==> src/rtl/ahb_pkg.sv <==
// Shared AHB-Lite encodings used by the master and its peers on the bus.
package ahb_pkg;

    typedef enum logic [1:0] {
        IDLE   = 2'b00,
        BUSY   = 2'b01,
        NONSEQ = 2'b10,
        SEQ    = 2'b11
    } htrans_t;

    localparam logic [2:0] HSIZE_BYTE    = 3'b000;
    localparam logic [2:0] HSIZE_HALF    = 3'b001;
    localparam logic [2:0] HSIZE_WORD    = 3'b010;

    localparam logic [2:0] HBURST_SINGLE = 3'b000;
    localparam logic [3:0] HPROT_DEFAULT = 4'b0011;

    localparam logic       HRESP_OKAY    = 1'b0;
    localparam logic       HRESP_ERROR   = 1'b1;

endpackage

==> src/rtl/ahb_lite_master.sv <==
// AHB-Lite single-transfer master: valid/ready command stream in, one in-order
// response out per command. Address phase of the next command overlaps the data
// phase of the current one; a two-cycle ERROR cancels and replays the pipelined
// address phase.
module ahb_lite_master
    import ahb_pkg::*;
#(
    parameter int ADDR_WIDTH = 32,
    parameter int DATA_WIDTH = 32
) (
    input  logic                  clk,
    input  logic                  rst_n,
    input  logic                  cmd_valid,
    output logic                  cmd_ready,
    input  logic                  cmd_write,
    input  logic [ADDR_WIDTH-1:0] cmd_addr,
    input  logic [2:0]            cmd_size,
    input  logic [DATA_WIDTH-1:0] cmd_wdata,
    output logic                  rsp_valid,
    output logic [DATA_WIDTH-1:0] rsp_rdata,
    output logic                  rsp_err,
    output logic                  busy,
    output logic [ADDR_WIDTH-1:0] HADDR,
    output logic [1:0]            HTRANS,
    output logic                  HWRITE,
    output logic [2:0]            HSIZE,
    output logic [2:0]            HBURST,
    output logic [3:0]            HPROT,
    output logic [DATA_WIDTH-1:0] HWDATA,
    input  logic [DATA_WIDTH-1:0] HRDATA,
    input  logic                  HREADY,
    input  logic                  HRESP
);

    // Address stage
    logic                  ap_valid;
    logic                  ap_write;
    logic [ADDR_WIDTH-1:0] ap_addr;
    logic [2:0]            ap_size;
    logic [DATA_WIDTH-1:0] ap_wdata;

    // Data stage
    logic                  dp_valid;
    logic                  dp_write;
    logic [DATA_WIDTH-1:0] dp_wdata;

    // Set between the two cycles of an ERROR response
    logic                  suppress;

    logic                  issue;
    logic                  accept;
    logic                  complete;
    htrans_t               htrans;

    // Phase-advance and handshake decode
    always_comb begin
        issue     = HREADY && ap_valid && !suppress;
        cmd_ready = !ap_valid || issue;
        accept    = cmd_valid && cmd_ready;
        complete  = dp_valid && HREADY;
        htrans    = (ap_valid && !suppress) ? NONSEQ : IDLE;
    end

    // Address stage: load on accept, empty on issue; fields persist so the bus
    // holds its last address/control while idle
    always_ff @(posedge clk or negedge rst_n) begin
        if (!rst_n) begin
            ap_valid <= 1'b0;
            ap_write <= 1'b0;
            ap_addr  <= '0;
            ap_size  <= '0;
            ap_wdata <= '0;
        end else if (accept) begin
            ap_valid <= 1'b1;
            ap_write <= cmd_write;
            ap_addr  <= cmd_addr;
            ap_size  <= cmd_size;
            ap_wdata <= cmd_wdata;
        end else if (issue) begin
            ap_valid <= 1'b0;
        end
    end

    // Data stage: advances only when the slave signals HREADY
    always_ff @(posedge clk or negedge rst_n) begin
        if (!rst_n) begin
            dp_valid <= 1'b0;
            dp_write <= 1'b0;
            dp_wdata <= '0;
        end else if (HREADY) begin
            dp_valid <= issue;
            if (issue) begin
                dp_write <= ap_write;
                dp_wdata <= ap_wdata;
            end
        end
    end

    // First ERROR cycle idles the bus for the second; any HREADY clears it
    always_ff @(posedge clk or negedge rst_n) begin
        if (!rst_n) begin
            suppress <= 1'b0;
        end else if (HREADY) begin
            suppress <= 1'b0;
        end else if (dp_valid && (HRESP == HRESP_ERROR)) begin
            suppress <= 1'b1;
        end
    end

    // Registered response, one pulse per completed data phase
    always_ff @(posedge clk or negedge rst_n) begin
        if (!rst_n) begin
            rsp_valid <= 1'b0;
            rsp_rdata <= '0;
            rsp_err   <= 1'b0;
        end else begin
            rsp_valid <= complete;
            if (complete) begin
                rsp_rdata <= dp_write ? '0 : HRDATA;
                rsp_err   <= (HRESP == HRESP_ERROR);
            end
        end
    end

    // Bus outputs straight from the stage registers
    always_comb begin
        HADDR  = ap_addr;
        HWRITE = ap_write;
        HSIZE  = ap_size;
        HTRANS = htrans;
        HBURST = HBURST_SINGLE;
        HPROT  = HPROT_DEFAULT;
        HWDATA = (dp_valid && dp_write) ? dp_wdata : '0;
        busy   = ap_valid || dp_valid || suppress;
    end

endmodule

==> config.mk <==
export PLATFORM = sky130hd
export DESIGN_NAME = ahb_lite_master
export DESIGN_NICKNAME = d
export VERILOG_FILES = /design/src/rtl/ahb_pkg.sv /design/src/rtl/ahb_lite_master.sv
export SDC_FILE = /design/constraint.sdc
export NUM_CORES = 1
export LEC_CHECK = 0
export ABC_AREA = 0
export CELL_PAD_IN_SITES_DETAIL_PLACEMENT = 1
export CELL_PAD_IN_SITES_GLOBAL_PLACEMENT = 1
export CORE_MARGIN = 10
export CORE_UTILIZATION = 34
export CTS_BUF_LIST = sky130_fd_sc_hd__clkbuf_4 sky130_fd_sc_hd__clkbuf_8 sky130_fd_sc_hd__clkbuf_16
export CTS_CLUSTER_DIAMETER = 40
export DETAILED_ROUTE_END_ITERATION = 8
export HOLD_SLACK_MARGIN = 0.03
export PLACE_DENSITY = 0.79
export SETUP_SLACK_MARGIN = 0.1
export SKIP_CTS_REPAIR_TIMING = 1
export SYNTH_ARGS = -nofsm -noshare
export SYNTH_HDL_FRONTEND = slang
export SYNTH_SLANG_ARGS = --single-unit
==> constraint.sdc <==
create_clock -name clk -period 1.9 [get_ports clk]
set_input_delay 0.475 -clock clk [delete_from_list [all_inputs] [get_ports clk]]
set_output_delay 0.475 -clock clk [all_outputs]
set_load 0.03 [all_outputs]
==> metrics.csv <==
metric;value;unit
synthDominantAreaCellType;dfrtp_1;
netSwitchingFraction;0.320;
initial_core_util;0.348;
power_report.internal_total;7670;µW
n_antenna_cell;0;
layout.nets;742;
dpl-instance-area;0.00792;mm²
floorplan.core_area;0.0160;mm²
grt_use_total;0.156;
finalInstanceArea;0.00898;mm²
post-route-min-period;1.90;ns
antenna_violations_before_repair;0;
synth_ff_type;dfrtp_1;
final-seq-area;0.00346;mm²
synth.yosys.warnings;0;
drt_iter0_drc;106;
hold_path.class;in2reg;
areaGrowthSynthToFinish;61.2;%
p_comb_frac;0.334;
yosysSeqAreaShare;0.620;
pwr-share-seq;0.358;
number_of_endpoints_failing_setup_at_the_final_stage;3;
crit_required;1.42;ns
gpl.final_weighted_congestion;0.737;
violations;negative setup slack;
hpwlAfterDp;12600;µm
area_share_of_the_largest_cell_type_after_synthesis;0.620;
synth.avg_cell_area;13.3;µm²
globalRouteOverflowTotal;0;
drive_above_1_share;0.288;
worstSetupStartpointType;flop;
vdd_drop_max;0.600;mV
routed_wirelength;17600;µm
skew;0.0105;ns
synthTopCellsByArea;dfrtp_1, mux2_2, mux2_1, nand2b_1, and3_1;
final_min_period_over_clock_period;1.00;
drc;0;
count_of_buffers_from_port_buffering;209;
power.switching;3610;µW
synthDistinctLibCells;20;
place.detailed.instances;828;
clockBufferDepth;2;
multi_input_area;0.00201;mm²
grt_start_max_net_pins;66;
die_area;0.0219;mm²
wl_per_cell;20.4;µm
cts-htree-levels;4;
power.leakage;0.00463;µW
arrival_time_of_the_worst_setup_path;1.43;ns
antenna_left;0;
die_boundary_width;148;µm
finished_layout_cells;865;
clk_latency;0.41;ns
clock-root-buffer;clkbuf_16;
finalMaxSlewViolations;0;
clkSlewWorstSetupHoldPaths;0.06;ns
fillers;1618;
synth_seq_cells;138;
worst_slack;-0.00332;ns
synth-async-reset-ratio;1.00;
tritoncts;built;
run_status;finished with violations;
hold_violations;0;
hold_depth;3;
chipHeight;148;µm
grt_pass1_vias;4765;
reg2reg_depth;4;
worst-path-max-fanout;6;
grt_setup_unrepaired;yes;
synth_edf_count;0;
via_count;4050;
avgViaCountPerCell;4.68;
maxCapViolCount;0;
post_synth_most_frequent_cells;dfrtp_1, mux2_2, nand2_1, nand2b_1, o21ai_0;
worst-setup-path-type;reg2out;
pin_count;218;
cts_inserted_buffers;17;
floorplan.rows;46;
synth.most_common_cell;dfrtp_1;
netlist_area;0.00557;mm²
post_synth_inst_count;418;
1st_pass_router_iterations;4;
timing.fmax;525;MHz
clkSinkCount;138;
pwr-share-clk;0.307;
power_density;1260;mW/mm²
global_route_wire_length_before_repair;26900;µm
end_kind;output port;
==> stage by stage <==
| step | TNS (ns) | utilization | total power, µW | hold slack (ns) | setup slack, ns |
|---|---|---|---|---|---|
| 2_1_floorplan | 0 | - | 6020 | 0.179 | 0.325 |
| 3_3_place_gp | -10.44 | 0.495 | 7590 | 0.417 | -0.170 |
| 3_5_place_dp | -11.69 | 0.495 | 7760 | 0.421 | -0.196 |
| 4_1_cts | -3.87 | 0.534 | 11300 | -0.0288 | -0.0994 |
| 5_1_grt | -0.680 | 0.562 | 11900 | 0.420 | -0.0591 |
| 6_report | -0.00557 | 0.562 | 11300 | 0.410 | -0.00332 |
==> metal layers <==
layer / vias to the layer above / part of all wire / GRT usage / routed length (µm)
li1: 1852 / - / - / -
met1: 2027 / 0.40 / 0.172 / 7100
met2: 146 / 0.51 / 0.268 / 9050
met3: 25 / 0.066 / 0.0562 / 1160
met4: 0 / 0.018 / 0.0565 / 317
met5: - / 0 / 0 / 0
==> state kept, by name (all words and copies together) (netlist names) <==
name / count
HADDR: 32
HSIZE: 3
HWRITE: 1
ap_valid: 1
ap_wdata: 32
dp_valid: 1
dp_wdata: 32
dp_write: 1
rsp_err: 1
rsp_rdata: 32
rsp_valid: 1
suppress: 1
==> cells by family after synthesis <==
group / after synthesis / share of synthesized area
AOI/OAI and AO/OA: 35 / 0.0325
DFF: 138 / 0.620
other: 2 / 0.00135
buffers and inverters: 37 / 0.0393
and+or+nand+nor: 104 / 0.101
muxes: 102 / 0.206
==> path summary, 6_finish.rpt <==
| check | startpoint | endpoint | slack [ns] |
|---|---|---|---|
| max | dp_valid | HWDATA[3] | -0.003 |
| min | HREADY | suppress | 0.41 |
| max reg2reg | suppress | HADDR[28] | 0.30 |
| min reg2reg | rsp_rdata[12] | rsp_rdata[12] | 0.47 |
| max in group asynchronous | rst_n | ap_valid | 0.69 |
| min in group asynchronous | rst_n | HADDR[12] | 0.57 |
==> critical path: stages, from the launching register on <==
cell       delay, ns
dfrtp_2         0.44
buf_12          0.14
clkbuf_16       0.15
and3_4          0.16
buf_12          0.13
==> power groups by stage <==
| stage | Clock (µW) | Sequential, µW | Combinational, µW |
|---|---|---|---|
| 3_3_place_gp | 0 | 4020 | 3570 |
| 4_1_cts | 3560 | 4050 | 3690 |
| 2_1_floorplan | 0 | 4680 | 1340 |
| 5_1_grt | 3700 | 4150 | 4020 |
| 6_report | 3470 | 4050 | 3770 |
| 3_5_place_dp | 0 | 4090 | 3670 |
==> area by class of cell <==
type,count,share of cell area
multi-input combinational,249,0.224
clock buffer,19,0.0497
timing repair buffer,229,0.292
clock inverter,12,0.0194
sequential,138,0.385
inverter,2,0.000836
tap,216,0.0301
==> layout by cell type, fill, tap and decap left out <==
| cell type | count |
|---|---|
| clkbuf_8 | 1 |
| clkdlybuf4s50_1 | 102 |
| dlygate4sd3_1 | 1 |
| and3_4 | 14 |
| clkinvlp_4 | 4 |
| and2b_1 | 1 |
| conb_1 | 8 |
| buf_8 | 1 |
| buf_12 | 14 |
| nand2_1 | 33 |
| nand2_4 | 1 |
| clkinv_4 | 1 |
| bufinv_16 | 4 |
| a21boi_4 | 1 |
| o21ai_0 | 33 |
| mux2_1 | 20 |
| nand2_2 | 1 |
| a21oi_1 | 1 |
| inv_1 | 2 |
| clkbuf_4 | 1 |
| buf_4 | 19 |
| and3_1 | 18 |
| dfrtp_1 | 136 |
| mux2_2 | 82 |
| nor2_1 | 1 |
| dfrtp_2 | 2 |
| dlymetal6s2s_1 | 71 |
| clkbuf_16 | 19 |
| buf_6 | 19 |
| nand2b_1 | 34 |
| clkinv_2 | 3 |
| or3_1 | 1 |
Note: power is estimated with default switching activity, not from simulation.
==> variant 1: new RTL, config.mk and constraints unchanged <==
Register the output `rsp_err` once more, cleared by the reset; this adds one clock of latency there. The other outputs are not delayed to match.
--- a/src/rtl/ahb_lite_master.sv
+++ b/src/rtl/ahb_lite_master.sv
@@ -32,4 +32,6 @@
     input  logic                  HRESP
 );
+
+    logic rsp_err_s0;
 
     // Address stage
@@ -113,10 +115,10 @@
             rsp_valid <= 1'b0;
             rsp_rdata <= '0;
-            rsp_err   <= 1'b0;
+            rsp_err_s0 <= 1'b0;
         end else begin
             rsp_valid <= complete;
             if (complete) begin
                 rsp_rdata <= dp_write ? '0 : HRDATA;
-                rsp_err   <= (HRESP == HRESP_ERROR);
+                rsp_err_s0 <= (HRESP == HRESP_ERROR);
             end
         end
@@ -135,4 +137,12 @@
     end
 
+    always_ff @(posedge clk or negedge rst_n) begin
+        if (!rst_n) begin
+            rsp_err <= '0;
+        end else begin
+            rsp_err <= rsp_err_s0;
+        end
+    end
+
 endmodule
 
Formal check against the unedited RTL: not equivalent (Yosys sat finds a counterexample within 4 cycles, from zero or initial values and one cycle with rst_n low).
==> variant 1 against the original RTL <==
  * Area after synthesis rose by 0.45%
  * Routed wire length rose by 0.68%
  * Final area rose by 1.2%
  * Worst setup slack improved by 0.020 ns
  * Non-clock buffer count fell by 2
  * Core utilization rose by 0.66 points
  * Sequential cell count rose by 1
  * Total power rose by 0.75%
  * Via count fell by 0.67%
==> variant 1: results (changes against the original RTL) <==
status=completed; Layout Nets=741 (-0.13%); type of the tightest min-delay check=reg2reg; routed length on met3=1060 um (-8.6%); NetSw=3.60 mW (-0.31%); vias in the first global route=4,682 (-1.7%); Layout Cells excl Fill=864 (-0.12%); CLK BUF=24 (+5); cts bufs inserted=17 (unchanged); cells after synthesis=419 (+0.24%); top post-synthesis cells by area=dfrtp_1 62%, mux2_2 16%, mux2_1 4.0%; first-pass GRT wire length=26,500 um (-1.7%); routing usage on met2=0.273 (+0.00494); crit-path max FO=3 (-3); M1 GR Usage=0.165 (-0.00699); CP arrival=1.41 ns (-0.02 ns); Seq pwr share=0.359 (about the same); commonest cells in the netlist=139 x dfrtp_1, 82 x mux2_2, 34 x nand2_1, 34 x nand2b_1, 33 x o21ai_0; register area=3480 sq um (+0.72%); synth warn=0 (unchanged); multi-input logic area=2090 sq um (+4.0%); Post-DP HPWL=12,800 um (+1.2%); post-synthesis sequential area ratio=0.621 (+0.00170); Post-Place Cells=832 (+0.48%); Final Util=0.568 (+0.00657); pin count of the biggest net entering global routing=43 (-35%); Filler cells=1,589 (-1.8%); initial antenna violation count=0 (unchanged); share of layout cells above drive strength 1=0.310 (+0.0220); post-place instance area=7980 sq um (+0.68%); ClkCell Share=0.0677 (-0.00135); WL met2=9590 um (+5.9%); final wirelength=17,800 um (+0.68%); first-pass detailed-route iteration total=4 (unchanged); Seq Cell Count=139 (+0.72%); Worst path slowest cell=dfrtp_2; Vias=4,023 (-0.67%); Post-Place Worst Slack=-0.229 ns (-0.0323 ns); Setup Skew=0.00766 ns (-0.00285 ns); sw frac=0.317 (-0.00337); Routability Congestion=0.731 (-0.81%); metal1 wirelength=6850 um (-3.6%); GRT Total Usage=0.153 (-0.00251); Yosys cell types=20 (unchanged); clk pwr=3.44 mW; Buffers excl. clock=227 (-0.87%); #MultiIn Comb=249 (unchanged); largest stage delay on the critical path=0.44 ns (about the same); met3 Use GR=0.0579 (+0.00178); Max VDD drop=0.712 mV (+19%); clock latency on the worst-skew pair=0.41 ns (about the same); Leakage=4.63 nW (about the same); area share of buffers outside the clock network=0.289 (-0.00282); fmax=531 MHz (+1.1%); ant diodes=0 (unchanged); initial drt markers=82 (-23%)
-- variant 1: changes by cell type in the layout (fill, tap and decap cells not counted), moves of 3 or more --
| cell | unedited run | this run |
|---|---|---|
| clkinvlp_4 | 4 | 1 |
| and3_1 | 18 | 5 |
| buf_4 | 19 | 5 |
| and3_4 | 14 | 27 |
| clkbuf_8 | 1 | 4 |
| buf_6 | 19 | 31 |
-- variant 1: path summary, 6_finish.rpt --
check	start	end	slack [ns]	cells after the start
hold / removal	rsp_err_s0	rsp_err	0.38	0
setup reg to reg	ap_valid	ap_wdata[0]	0.30	5
hold reg to reg	rsp_err_s0	rsp_err	0.38	0
min in group asynchronous	rst_n	rsp_rdata[7]	0.56	2
max in group asynchronous	rst_n	HADDR[19]	0.66	3
setup / recovery	dp_valid	busy	0.02	2
-- variant 1: kinds of logic after synthesis --
group	Yosys count	share of synthesized area
flops	139	0.621
simple gates	104	0.101
mux	102	0.205
buf+inv	37	0.0391
compound gates	35	0.0324
other cells	2	0.00134
==> variant 2: new RTL, same settings <==
Made on the original files. Set the parameter `ADDR_WIDTH` to 16 (it was 32).
--- a/src/rtl/ahb_lite_master.sv
+++ b/src/rtl/ahb_lite_master.sv
@@ -6,5 +6,5 @@
     import ahb_pkg::*;
 #(
-    parameter int ADDR_WIDTH = 32,
+    parameter int ADDR_WIDTH = 16,
     parameter int DATA_WIDTH = 32
 ) (
Interface: changed (resized HADDR and cmd_addr); port bits go from 218 to 186. No check against the original RTL was run, so the function may have changed too.
==> variant 2 against the original RTL <==
  * Area after synthesis shrank 10%
  * Final area shrank 10%
  * Total power is 9.2% lower
  * Sequential cell count fell by 16
  * Worst setup slack improved by 0.013 ns
  * Routed wire length fell by 11%
  * Synthesized cell count fell by 8.1%
  * Global-route usage is 1.1 points lower
  * Critical path type unchanged
  * Largest cell class unchanged
==> variant 2: results (changes against the original RTL) <==
type of the tightest min-delay check=in2reg; commonest cells in the netlist=122 x dfrtp_1, 86 x mux2_2, 34 x nand2_1; ant diodes=0 (unchanged); NetSw=3.23 mW (-11%); Routability Congestion=0.760 (+3.2%); Vias=3,628 (-10%); initial antenna violation count=0 (unchanged); Max clock buf depth=2 (unchanged); I/O Buffers=177 (-15%); Setup Skew=0.00536 ns (-0.00515 ns); cells after synthesis=384 (-8.1%); Main synth FF type=dfrtp_1; CTS root buf=clkbuf_16; GRT Total Usage=0.145 (-0.0106); Highest Signal Layer=met4; top post-synthesis cells by area=dfrtp_1 61%, mux2_2 19%, nand2b_1 4.1%; final wirelength=15,600 um (-11%); crit-path max FO=6 (unchanged); Yosys cell types=20 (unchanged); Leakage=4.10 nW (-12%); synth warn=0 (unchanged); routed length on met3=1090 um (-6.0%); post-synthesis sequential area ratio=0.609 (-0.0106); vias in the first global route=4,153 (-13%); setup violators final=0 (-3); first-pass GRT wire length=23,100 um (-14%); pin count of the biggest net entering global routing=66 (unchanged); largest registers=ap_wdata (32), dp_wdata (32), rsp_rdata (32); post-synthesis adder-cell area fraction=0 (unchanged); metal1 wirelength=6530 um (-8.1%); WL met2=7780 um (-14%); status=completed; post-synthesis mux area share=0.193 (-0.0129); Layout Nets=665 (-10%); cts bufs inserted=17 (unchanged); share of layout cells above drive strength 1=0.357 (+0.0691); Post-Place Worst Slack=-0.177 ns (+0.0194 ns); Max VDD drop=0.586 mV (-2.4%); initial drt markers=160 (+51%); Layout Cells excl Fill=769 (-11%); first-pass detailed-route iteration total=4 (unchanged); Post-Synth XOR/XNOR Area=0 (unchanged); Synth Area in Compound Gates=0.0377 (+0.00514); Worst-path clk slew=0.05 ns; post-place instance area=6980 sq um (-12%); Post-DP HPWL=10,800 um (-14%); Post-Place Cells=733 (-11%); clock latency on the worst-skew pair=0.41 ns (about the same)
## variant 2: kinds of logic (layout without fill, tap and decap cells)
| group | after synthesis | after routing |
|---|---|---|
| AND/OR/NAND/NOR | 104 | 104 |
| buffers and inverters | 35 | 230 |
| multiplexers | 86 | 86 |
| AO/OA/AOI/OAI | 35 | 35 |
| flip-flops | 122 | 122 |
| other | 2 | 8 |
## variant 2: path summary, 6_finish.rpt
| kind | to | slack, ns | start | cells after the start |
|---|---|---|---|---|
| min reg2reg | rsp_rdata[23] | 0.48 | rsp_rdata[23] | 2 |
| max in group asynchronous | ap_wdata[22] | 0.66 | rst_n | 3 |
| max reg2reg | HADDR[6] | 0.30 | suppress | 4 |
| max | HWDATA[13] | 0.009 | dp_write | 3 |
| min | suppress | 0.43 | HREADY | 3 |
| min in group asynchronous | ap_wdata[14] | 0.58 | rst_n | 2 |
## variant 2: power by group through the flow
stage	Combinational (mW)	Sequential (mW)	Clock (mW)
floorplan	1.30	4.10	0
global placement	3.18	3.58	0
detailed placement	3.27	3.65	0
CTS	3.28	3.61	3.15
global route	3.79	3.72	3.28
finish	3.55	3.63	3.06
## variant 2: layout make-up
cell class | instances | area [sq um]
fill | 1419 | 6420
sequential | 122 | 3060
clock buffer | 26 | 531
timing repair buffer | 200 | 2300
tap | 184 | 230
clock inverter | 2 | 35.0
multi-input combinational | 233 | 1900
inverter | 2 | 7.51
## variant 2: metal layers
| layer | vias to the layer above | global-route usage |
|---|---|---|
| met5 | - | 0 |
| met2 | 123 | 0.239 |
| met1 | 1804 | 0.169 |
| li1 | 1680 | - |
| met4 | 0 | 0.0500 |
| met3 | 21 | 0.0557 |
## variant 2: worst max-delay path: stages, from the launching register on
cell and delay [ns]:
dfrtp_2 0.48, buf_4 0.19, and3_1 0.17, buf_4 0.17
